[config.mk]
export PLATFORM = sky130hd
export DESIGN_NAME = acc_cpu_core_flat
export DESIGN_NICKNAME = d
export VERILOG_FILES = /design/src/rtl/acc_cpu_pkg.sv /design/src/rtl/acc_cpu_if.sv /design/src/rtl/acc_cpu_alu.sv /design/src/rtl/acc_cpu_core.sv /design/src/flat_wrapper.sv
export SDC_FILE = /design/constraint.sdc
export NUM_CORES = 1
export LEC_CHECK = 0
export CORE_MARGIN = 3
export CORE_UTILIZATION = 39
export CTS_BUF_LIST = sky130_fd_sc_hd__clkbuf_4 sky130_fd_sc_hd__clkbuf_8
export DETAILED_ROUTE_END_ITERATION = 16
export SYNTH_ARGS = -nofsm -noshare
export SYNTH_HDL_FRONTEND = slang
export SYNTH_SLANG_ARGS = --single-unit
[constraint.sdc]
create_clock -name clk -period 5.9 [get_ports clk]
set_input_delay 0.59 -clock clk [delete_from_list [all_inputs] [get_ports clk]]
set_output_delay 0.59 -clock clk [all_outputs]
set_load 0.005 [all_outputs]
[src/rtl/acc_cpu_pkg.sv]
// acc_cpu_pkg: opcodes, FSM states and decode helpers shared by the accumulator CPU
package acc_cpu_pkg;

    localparam logic [3:0] OP_NOP  = 4'h0;
    localparam logic [3:0] OP_LDI  = 4'h1;
    localparam logic [3:0] OP_ADD  = 4'h2;
    localparam logic [3:0] OP_SUB  = 4'h3;
    localparam logic [3:0] OP_AND  = 4'h4;
    localparam logic [3:0] OP_OR   = 4'h5;
    localparam logic [3:0] OP_XOR  = 4'h6;
    localparam logic [3:0] OP_NOT  = 4'h7;
    localparam logic [3:0] OP_SHL  = 4'h8;
    localparam logic [3:0] OP_SHR  = 4'h9;
    localparam logic [3:0] OP_HALT = 4'hA;
    localparam logic [3:0] OP_JMP  = 4'hB;
    localparam logic [3:0] OP_JZ   = 4'hC;
    localparam logic [3:0] OP_JC   = 4'hD;
    localparam logic [3:0] OP_STA  = 4'hE;
    localparam logic [3:0] OP_LDA  = 4'hF;

    typedef enum logic [2:0] {IDLE, FETCH, OPERAND, EXEC, HALT} state_t;

    // Takes the low nibble only; callers must reject opcodes with upper bits set.
    function automatic logic is_two_byte(input logic [3:0] op);
        return (op >= OP_LDI && op <= OP_XOR) || op >= OP_JMP;
    endfunction

endpackage

[src/rtl/acc_cpu_if.sv]
// acc_cpu_if: program-load/run controls and architectural status of the accumulator CPU
interface acc_cpu_if #(
    parameter int DATA_W = 8,
    parameter int ADDR_W = 5
);
    logic              prog_we;
    logic [ADDR_W-1:0] prog_addr;
    logic [DATA_W-1:0] prog_data;
    logic              run;
    logic [DATA_W-1:0] acc;
    logic [ADDR_W-1:0] pc;
    logic              zero;
    logic              carry;
    logic              busy;
    logic              halted;
    logic              illegal;

    modport master (
        output prog_we, prog_addr, prog_data, run,
        input  acc, pc, zero, carry, busy, halted, illegal
    );

    modport slave (
        input  prog_we, prog_addr, prog_data, run,
        output acc, pc, zero, carry, busy, halted, illegal
    );
endinterface

[src/rtl/acc_cpu_alu.sv]
// acc_cpu_alu: combinational datapath computing the accumulator result and flag updates
module acc_cpu_alu
    import acc_cpu_pkg::*;
#(
    parameter int DATA_W = 8
) (
    input  logic [DATA_W-1:0] acc,
    input  logic [DATA_W-1:0] operand,
    input  logic [DATA_W-1:0] opcode,
    input  logic              carry_in,
    output logic [DATA_W-1:0] result,
    output logic              carry_out,
    output logic              zero_out,
    output logic              writes_acc,
    output logic              writes_carry
);
    logic          legal;
    logic [3:0]    op;
    logic [DATA_W:0] sum;
    logic [DATA_W:0] diff;

    assign op    = opcode[3:0];
    assign legal = (opcode >> 4) == '0;
    assign sum   = {1'b0, acc} + {1'b0, operand};
    // The extra bit of an unsigned subtraction is exactly the borrow.
    assign diff  = {1'b0, acc} - {1'b0, operand};

    always_comb begin
        result       = acc;
        carry_out    = carry_in;
        writes_acc   = 1'b0;
        writes_carry = 1'b0;
        if (legal) begin
            case (op)
                OP_LDI, OP_LDA: begin result = operand; writes_acc = 1'b1; end
                OP_ADD: begin {carry_out, result} = sum;  writes_acc = 1'b1; writes_carry = 1'b1; end
                OP_SUB: begin {carry_out, result} = diff; writes_acc = 1'b1; writes_carry = 1'b1; end
                OP_AND: begin result = acc & operand; writes_acc = 1'b1; end
                OP_OR:  begin result = acc | operand; writes_acc = 1'b1; end
                OP_XOR: begin result = acc ^ operand; writes_acc = 1'b1; end
                OP_NOT: begin result = ~acc; writes_acc = 1'b1; end
                OP_SHL: begin result = acc << 1; carry_out = acc[DATA_W-1]; writes_acc = 1'b1; writes_carry = 1'b1; end
                OP_SHR: begin result = acc >> 1; carry_out = acc[0]; writes_acc = 1'b1; writes_carry = 1'b1; end
                default: ;
            endcase
        end
    end

    assign zero_out = result == '0;
endmodule

[src/rtl/acc_cpu_core.sv]
// acc_cpu_core: fetch/operand/execute FSM, registers and program/data memory
module acc_cpu_core
    import acc_cpu_pkg::*;
#(
    parameter int DATA_W = 8,
    parameter int ADDR_W = 5
) (
    input  logic     clk,
    input  logic     rst_n,
    acc_cpu_if.slave bus
);
    logic [DATA_W-1:0] mem [2**ADDR_W];
    state_t            state;
    logic [ADDR_W-1:0] pc;
    logic [DATA_W-1:0] acc;
    logic [DATA_W-1:0] opcode;
    logic [DATA_W-1:0] operand;
    logic              zero;
    logic              carry;
    logic              illegal;

    logic [DATA_W-1:0] rd_data;
    logic [DATA_W-1:0] alu_b;
    logic [DATA_W-1:0] result;
    logic              carry_out;
    logic              zero_out;
    logic              writes_acc;
    logic              writes_carry;
    logic              legal;
    logic              rd_legal;
    logic              taken;
    logic              idle_like;
    logic [3:0]        op;

    assign op        = opcode[3:0];
    assign legal     = (opcode >> 4) == '0;
    assign rd_data   = mem[pc];
    assign rd_legal  = (rd_data >> 4) == '0;
    assign idle_like = state == IDLE || state == HALT;
    assign alu_b     = (legal && op == OP_LDA) ? mem[operand[ADDR_W-1:0]] : operand;
    assign taken     = legal && (op == OP_JMP || (op == OP_JZ && zero) || (op == OP_JC && carry));

    acc_cpu_alu #(.DATA_W(DATA_W)) alu (
        .acc          (acc),
        .operand      (alu_b),
        .opcode       (opcode),
        .carry_in     (carry),
        .result       (result),
        .carry_out    (carry_out),
        .zero_out     (zero_out),
        .writes_acc   (writes_acc),
        .writes_carry (writes_carry)
    );

    // Memory is deliberately outside the reset domain so programs survive rst_n.
    always_ff @(posedge clk) begin
        if (idle_like && bus.prog_we)
            mem[bus.prog_addr] <= bus.prog_data;
        else if (state == EXEC && legal && op == OP_STA)
            mem[operand[ADDR_W-1:0]] <= acc;
    end

    always_ff @(posedge clk or negedge rst_n) begin
        if (!rst_n) begin
            state   <= IDLE;
            pc      <= '0;
            acc     <= '0;
            opcode  <= '0;
            operand <= '0;
            zero    <= 1'b0;
            carry   <= 1'b0;
            illegal <= 1'b0;
        end else begin
            case (state)
                IDLE, HALT: begin
                    if (!bus.prog_we && bus.run) begin
                        state   <= FETCH;
                        pc      <= '0;
                        acc     <= '0;
                        zero    <= 1'b0;
                        carry   <= 1'b0;
                        illegal <= 1'b0;
                    end
                end
                FETCH: begin
                    opcode <= rd_data;
                    pc     <= pc + 1'b1;
                    state  <= (rd_legal && is_two_byte(rd_data[3:0])) ? OPERAND : EXEC;
                end
                OPERAND: begin
                    operand <= rd_data;
                    pc      <= pc + 1'b1;
                    state   <= EXEC;
                end
                EXEC: begin
                    if (writes_acc) begin
                        acc  <= result;
                        zero <= zero_out;
                    end
                    if (writes_carry) carry <= carry_out;
                    if (taken) pc <= operand[ADDR_W-1:0];
                    if (!legal) illegal <= 1'b1;
                    state <= (!legal || op == OP_HALT) ? HALT : FETCH;
                end
                default: state <= IDLE;
            endcase
        end
    end

    assign bus.acc     = acc;
    assign bus.pc      = pc;
    assign bus.zero    = zero;
    assign bus.carry   = carry;
    assign bus.busy    = state == FETCH || state == OPERAND || state == EXEC;
    assign bus.halted  = state == HALT;
    assign bus.illegal = illegal;
endmodule
[src/flat_wrapper.sv]
// flat-port wrapper written by rule: the top's interface ports become plain ports
module acc_cpu_core_flat import acc_cpu_pkg::*;
#(
    parameter int DATA_W = 8,
    parameter int ADDR_W = 5
)
  (clk, rst_n, bus_prog_we, bus_prog_addr, bus_prog_data, bus_run, bus_acc, bus_pc, bus_zero, bus_carry, bus_busy, bus_halted, bus_illegal);
  acc_cpu_if #(.DATA_W(DATA_W), .ADDR_W(ADDR_W)) bus_i ();
  input  logic clk;
  input  logic rst_n;
  input wire logic [$bits(bus_i.prog_we)-1:0] bus_prog_we;
  input wire logic [$bits(bus_i.prog_addr)-1:0] bus_prog_addr;
  input wire logic [$bits(bus_i.prog_data)-1:0] bus_prog_data;
  input wire logic [$bits(bus_i.run)-1:0] bus_run;
  output wire logic [$bits(bus_i.acc)-1:0] bus_acc;
  output wire logic [$bits(bus_i.pc)-1:0] bus_pc;
  output wire logic [$bits(bus_i.zero)-1:0] bus_zero;
  output wire logic [$bits(bus_i.carry)-1:0] bus_carry;
  output wire logic [$bits(bus_i.busy)-1:0] bus_busy;
  output wire logic [$bits(bus_i.halted)-1:0] bus_halted;
  output wire logic [$bits(bus_i.illegal)-1:0] bus_illegal;
  assign bus_i.prog_we = bus_prog_we;
  assign bus_i.prog_addr = bus_prog_addr;
  assign bus_i.prog_data = bus_prog_data;
  assign bus_i.run = bus_run;
  assign bus_acc = bus_i.acc;
  assign bus_pc = bus_i.pc;
  assign bus_zero = bus_i.zero;
  assign bus_carry = bus_i.carry;
  assign bus_busy = bus_i.busy;
  assign bus_halted = bus_i.halted;
  assign bus_illegal = bus_i.illegal;
  acc_cpu_core #(.DATA_W(DATA_W), .ADDR_W(ADDR_W)) u_core (.clk(clk), .rst_n(rst_n), .bus(bus_i));
endmodule
==> summary.md, run 1 <==
| Metric | Value |
|---|---|
| Status | `completed` |
| Worst min-delay path class | `input port to asynchronous set/reset pin` |
| Slew Limit Fails | `0` |
| Final-layout fill cell count | `3,497` |
| Pwr Density | `473.8 nW/um^2` |
| FF+latch area | `8576 um^2` |
| Post-Route Skew | `0.01470 ns` |
| Clk buf depth | `3` |
| Die Ht | `205.6 um` |
| Final Critical Period | `4.910 ns` |
| Post-layout nets | `1,162` |
| Initial antenna violation count | `0` |
| Iter 0 DRT Violations | `909` |
| CP dominant cell by count | `mux2i_1` |
| Post-synthesis sequential area ratio | `0.5513` |
| DR vias | `10,154` |
| Syn_nets | `1,130` |
| Synth Cell Area | `15,530 um^2` |
| First-pass GRT wire length | `66,540 um` |
| First-pass detailed-route iteration total | `5` |
| Gpl congestion | `0.9389` |
| Clk root buf | `clkbuf_8` |
| Clk pin slew, worst setup/hold paths | `0.07 ns` |
| CTS tree | `done` |
| Max capacitance violation total | `0` |
| Worst Tran Pin Value | `1.057 ns` |
| Via density | `6.069` |
| Synth warn | `0` |
| CP Cell Sequence | `mux4_2 > mux2i_1 > mux2i_1 > a32oi_2 > inv_1 > ha_1 > a211oi_1 > o21bai_1 > a21oi_1 > o31a_1 > mux2i_1 > a41oi_1 > nor4b_1 > a31o_1` |
| Dpl cells | `1,582` |
| Port bufs | `34` |
| Core area | `39,010 um^2` |
| DRC | `0` |
| Multi-input gate area | `6464 um^2` |
| # resized after CTS | `0` |
| Io pins | `35` |
| Post-Synthesis Cells | `1,083` |
| # diodes | `0` |
| Crit share post-route | `0.8321` |
| Setup bufs post-CTS | `0` |
| WL/cell | `26.68 um` |
| RSZ-0062 raised after global routing | `no` |
| DRT Wirelength | `44,630 um` |
| GRT Util Overall | `0.2150` |
| Slowest cell delay on critical path | `1.02 ns` |
| Rows | `72` |
| Crit start category | `flip-flop` |
| Final std cells w/o fill | `1,673` |
| TritonCTS buffer count | `49` |
| Share of layout cells above drive strength 1 | `0.2242` |
| H-tree Lvls | `2` |
| Commonest non-fill, non-tap cells in the layout | `256 x edfxtp_1, 130 x mux4_2, 86 x nand2_1` |
| Worst path slowest cell | `dfrtp_4` |
| Initial core utilization | `0.3982` |
| Clock latency at the later pin of the worst-skew pair | `0.61 ns` |
| Worst VDD drop | `0.2381 mV` |
| CP arrival | `5.45 ns` |
| Unique masters post-synth | `74` |
| Max FO, Critical Path | `56` |
| Post-route ant nets | `0` |
| Syn avg cell area | `14.34 um^2` |
| Flops & latches, synth | `291` |
| Hold_buf cts | `0` |
| FFs w/ async S/R, synth | `0.1203` |
| Worst slew margin | `0.2927` |
| Number of flops mapped to enable cells by yosys | `256` |
| Fin Setup TNS | `0 ns` |
| Top FF cell, synth | `edfxtp_1` |
| Max Clock Freq | `203.7 MHz` |
| Setup violations, final | `0` |
| Leak Pwr | `5.714 nW` |
| Area growth syn-to-layout | `11.64%` |
| # clock sinks | `291` |
| Worst EP required | `6.44 ns` |
| Number of buffers and inverters on the critical path | `1` |
| CP Class | `flip-flop to flip-flop` |
| Largest net degree at the start of global routing | `57` |
| Die area | `42,260 um^2` |
| Crit path max-delay family | `compound AO/OA/AOI/OAI gates` |
| Die X | `205.6 um` |
| Post-DP HPWL | `30,120 um` |
| Final Hold Viols | `0` |
| Final hold slack | `0.07294 ns` |
| CP Capture Type | `flip-flop` |
| Vias in the first global route | `10,061` |
| Commonest non-fill, non-tap cell in the layout | `edfxtp_1` |
| Grt total ovfl | `0` |
## registers in the layout (all words and copies together), names as in the netlist
signal,count
u_core.mem,256
u_core.bus.zero,1
u_core.bus.acc,8
u_core.bus.illegal,1
u_core.opcode,8
u_core.state,3
u_core.operand,8
u_core.bus.carry,1
u_core.bus.pc,5
## cells by family (layout without fill, tap and decap cells)
group / Yosys count / in the layout / share of synthesized area
compound gates: 187 / 187 / 0.08104
xor+xnor: 4 / 4 / 0.002256
fa+ha+maj: 30 / 30 / 0.02513
buf+inv: 108 / 180 / 0.03254
flops: 291 / 291 / 0.5513
mux: 179 / 179 / 0.2212
simple gates: 284 / 284 / 0.08652
## power by group
group / total [mW] / switching (mW) / internal [mW]
Sequential: 2.85 / 0.480 / 2.37
Clock: 1.88 / 0.853 / 1.03
Combinational: 3.48 / 1.96 / 1.52
## routing by layer
layer / track usage / share of wire / wire [um]
met1: 0.2908 / 0.41 / 18260
met5: 0 / 0 / 0
met3: 0.04525 / 0.080 / 3556
met2: 0.3434 / 0.47 / 21060
met4: 0.08128 / 0.039 / 1753
## cells in the mapped netlist (all sizes together) (15+ instances only)
cell type / count / share of area
clkbuf: 37 / 0.0089
nor2b: 15 / 0.0060
a21oi: 31 / 0.010
nand3: 40 / 0.013
inv: 33 / 0.0080
dfrtp: 35 / 0.056
mux4: 130 / 0.19
edfxtp: 256 / 0.49
nand2: 86 / 0.021
mux2i: 35 / 0.023
o21ai: 57 / 0.018
nor3: 19 / 0.0061
buf: 37 / 0.015
ha: 28 / 0.023
nor2: 73 / 0.018
## cell type report
cell class / instances / share of cell area
clock buffer: 62 / 0.04632
clock inverter: 29 / 0.01248
inverter: 34 / 0.007360
multi-input combinational: 684 / 0.3728
sequential: 291 / 0.4946
tap: 518 / 0.03738
timing repair buffer: 55 / 0.02915
## through the flow
step,cell area [um^2],utilization,worst slack [ns],power [mW]
finish,17340,0.4445,0.9904,8.216
global route,17340,0.4445,0.7435,8.651
CTS,17340,0.4445,1.037,8.245
detailed placement,16320,0.4184,1.056,6.339
global placement,16320,0.4184,1.126,6.335
floorplan,15530,-,1.970,5.190
## worst paths after layout
path,slack (ns),end,from,depth (start not counted)
min,0.07,u_core.bus.acc[4]$_DFFE_PN0P_,rst_n,1
max reg2reg,0.99,u_core.bus.zero$_DFFE_PN0P_,u_core.operand[1]$_DFFE_PN0P_,14
min in group clk,0.50,u_core.bus.illegal$_DFFE_PN0P_,u_core.bus.illegal$_DFFE_PN0P_,1
min reg2reg,0.50,u_core.bus.illegal$_DFFE_PN0P_,u_core.bus.illegal$_DFFE_PN0P_,1
max in group asynchronous,5.18,u_core.bus.pc[0]$_DFFE_PN0P_,rst_n,1
max,0.99,u_core.bus.zero$_DFFE_PN0P_,u_core.operand[1]$_DFFE_PN0P_,14
Note: power is estimated with default switching activity, not from simulation.
==> run 2, diff against run 1 <==
clock period = 5.1 ns   (was 5.9 ns; I/O delays follow)
==> run 2 against run 1 <==
  * Hold slack better by 0.43 ns
  * Clock skew up 0.024 ns
  * Power up 17%
  * Die area unchanged
  * Non-clock buffer count up 50
  * Largest cell class unchanged
==> summary.md, run 2 (synthesized netlist as in run 1, its figures left out) <==
| Metric | Value |
|---|---|
| Status | `completed (unchanged)` |
| Worst slew margin | `0.3465 (was 0.2927)` |
| Commonest non-fill, non-tap cells in the layout | `256 x edfxtp_1, 130 x mux4_2, 86 x nand2_1 (unchanged)` |
| Final Critical Period | `4.734 ns (was 4.910 ns)` |
| Clk pwr share | `0.224 (was 0.229)` |
| Die X | `205.6 um (unchanged)` |
| Clk pin slew, worst setup/hold paths | `0.07 ns (about the same)` |
| CP arrival | `5.30 ns (was 5.45 ns)` |
| Post-route ant nets | `0 (unchanged)` |
| Max capacitance violation total | `0 (unchanged)` |
| Rows | `72 (unchanged)` |
| Max Clock Freq | `211.2 MHz (was 203.7 MHz)` |
| Leak Pwr | `5.973 nW (was 5.714 nW)` |
| TritonCTS buffer count | `51 (was 49)` |
| Biggest register | `u_core.mem (unchanged)` |
| Reg power frac | `0.336 (was 0.347)` |
| Gpl congestion | `0.9558 (was 0.9389)` |
| CTS tree | `done (unchanged)` |
| Worst Tran Pin Value | `0.9782 ns (was 1.057 ns)` |
| Crit share post-route | `0.9282 (was 0.8321)` |
| # diodes | `0 (unchanged)` |
| First-pass GRT wire length | `67,830 um (was 66,540 um)` |
| Post-layout nets | `1,214 (was 1,162)` |
| Combinational power share | `0.440 (was 0.423)` |
| Final hold slack | `0.5032 ns (was 0.07294 ns)` |
| Largest net degree at the start of global routing | `44 (was 57)` |
| Slew Limit Fails | `0 (unchanged)` |
| Port bufs | `34 (unchanged)` |
| Sw Ratio | `0.3993 (was 0.4007)` |
| Setup bufs post-CTS | `0 (unchanged)` |
| Clk buf depth | `3 (unchanged)` |
| Final Hold Viols | `0 (unchanged)` |
| Die Ht | `205.6 um (unchanged)` |
| Fin Setup TNS | `0 ns (unchanged)` |
| Vias in the first global route | `10,332 (was 10,061)` |
| DRT Wirelength | `45,360 um (was 44,630 um)` |
| CP dominant cell by count | `mux4_2 (was mux2i_1)` |
| CP Class | `flip-flop to flip-flop (unchanged)` |
| DRC | `0 (unchanged)` |
| # resized after CTS | `0 (unchanged)` |
| DR vias | `10,420 (was 10,154)` |
| H-tree Lvls | `2 (unchanged)` |
| Worst path slowest cell | `dfrtp_4 (unchanged)` |
| Crit start category | `flip-flop (unchanged)` |
| Share of layout cells above drive strength 1 | `0.2632 (was 0.2242)` |
| Initial antenna violation count | `0 (unchanged)` |
| Final-layout fill cell count | `3,449 (was 3,497)` |
| Worst VDD drop | `0.2527 mV (was 0.2381 mV)` |
| Number of buffers and inverters on the critical path | `2 (was 1)` |
| Clk root buf | `clkbuf_8 (unchanged)` |
| Core area | `39,010 um^2 (unchanged)` |
| CP Cell Sequence | `buf_12 > buf_4 > mux4_2 > mux2i_1 > nand3_1 > a32oi_2 > ha_1 > mux4_2 > a221oi_1 > o211ai_1 > a211o_1 > nor4b_1 > a31o_1 (was mux4_2 > mux2i_1 > mux2i_1 > a32oi_2 > inv_1 > ha_1 > a211oi_1 > o21bai_1 > a21oi_1 > o31a_1 > mux2i_1 > a41oi_1 > nor4b_1 > a31o_1)` |
| Setup violations, final | `0 (unchanged)` |
| First-pass detailed-route iteration total | `5 (unchanged)` |
| # clock sinks | `291 (unchanged)` |
| Worst EP required | `5.67 ns (was 6.44 ns)` |
| RSZ-0062 raised after global routing | `no (unchanged)` |
| Worst min-delay path class | `flip-flop to flip-flop (was input port to asynchronous set/reset pin)` |
| WL/cell | `26.28 um (was 26.68 um)` |
| Via density | `6.037 (was 6.069)` |
| Die area | `42,260 um^2 (unchanged)` |
| Multi-input gate area | `6464 um^2 (unchanged)` |
| Crit path max-delay family | `multiplexers (was compound AO/OA/AOI/OAI gates)` |
| Area growth syn-to-layout | `14.05% (was 11.64%)` |
| Post-DP HPWL | `31,170 um (was 30,120 um)` |
| Max FO, Critical Path | `19 (was 56)` |
| Net Switching | `3.823 mW (was 3.292 mW)` |
| Internal | `5.752 mW (was 4.924 mW)` |
| GRT Util Overall | `0.2184 (was 0.2150)` |
| Clock latency at the later pin of the worst-skew pair | `0.63 ns (was 0.61 ns)` |
| Post-Route Skew | `0.03825 ns (was 0.01470 ns)` |
| CP Capture Type | `flip-flop (unchanged)` |
| Slowest cell delay on critical path | `0.67 ns (was 1.02 ns)` |
| Commonest non-fill, non-tap cell in the layout | `edfxtp_1 (unchanged)` |
| Initial core utilization | `0.3982 (unchanged)` |
| Flip-flop count of the largest register after layout | `256 (unchanged)` |
| FF+latch area | `8576 um^2 (unchanged)` |
| Iter 0 DRT Violations | `998 (was 909)` |
| Grt total ovfl | `0 (unchanged)` |
| Io pins | `35 (unchanged)` |
| Pwr Density | `540.6 nW/um^2 (was 473.8 nW/um^2)` |
run 2: through the flow:
stage,setup WS (ns),total power [mW],util,cell area [um^2],cells
after floorplan,1.170,6.004,-,15530,1083
after global placement,0.5749,7.414,0.4282,16700,1631
after detailed placement,0.5190,7.429,0.4282,16700,1631
after CTS,0.4853,9.594,0.4541,17710,1726
after global routing,0.1469,10.08,0.4541,17710,1726
final,0.3661,9.576,0.4541,17710,1726
run 2: power by group through the flow:
stage / Clock (mW) / Sequential (mW) / Combinational, mW
floorplan: 0 / 2.92 / 3.09
global placement: 0 / 3.26 / 4.15
detailed placement: 0 / 3.26 / 4.16
CTS: 2.20 / 3.22 / 4.18
global route: 2.30 / 3.25 / 4.54
finish: 2.14 / 3.22 / 4.22
run 2: worst register-to-register path, cell delays in order, from the launching register on:
cell and delay [ns]:
dfrtp_4 0.67, buf_12 0.22, buf_4 0.22, mux4_2 0.52, mux2i_1 0.40, nand3_1 0.18, a32oi_2 0.33, ha_1 0.39
mux4_2 0.48, a221oi_1 0.34, o211ai_1 0.17, a211o_1 0.26, nor4b_1 0.32, a31o_1 0.18
run 2: layout make-up:
type,count,area share
flip-flops and latches,291,0.4841
multi-input cells,684,0.3649
repair buffers,105,0.05057
clock buffers,74,0.04972
well taps,518,0.03659
inverters,34,0.007204
clock inverters,20,0.006922
run 2: path summary, 6_finish.rpt:
kind | cells past startpoint | start | slack [ns] | end
setup / recovery | 13 | u_core.operand[0]$_DFFE_PN0P_ | 0.37 | u_core.bus.zero$_DFFE_PN0P_
hold / removal | 2 | u_core.operand[5]$_DFFE_PN0P_ | 0.50 | u_core.operand[5]$_DFFE_PN0P_
setup reg to reg | 13 | u_core.operand[0]$_DFFE_PN0P_ | 0.37 | u_core.bus.zero$_DFFE_PN0P_
hold reg to reg | 2 | u_core.operand[5]$_DFFE_PN0P_ | 0.50 | u_core.operand[5]$_DFFE_PN0P_
max in group asynchronous | 2 | rst_n | 3.95 | u_core.bus.pc[0]$_DFFE_PN0P_
min in group asynchronous | 2 | rst_n | 0.51 | u_core.bus.acc[4]$_DFFE_PN0P_
run 2: routing by layer:
layer  part of all wire  wire length, um  GRT usage  vias to the layer above
met3              0.082             3710    0.04540                       96
met5                  0                0          0                        -
met2               0.47            21250     0.3484                      508
li1                   -                -          -                     4498
met4              0.032             1439    0.06761                        0
met1               0.42            18960     0.3024                     5318
run 2: timing repair:
item	CTS	global route
endpoints found under the setup margin	0	0
endpoints found under the hold margin	33	0
hold buffers	1	0
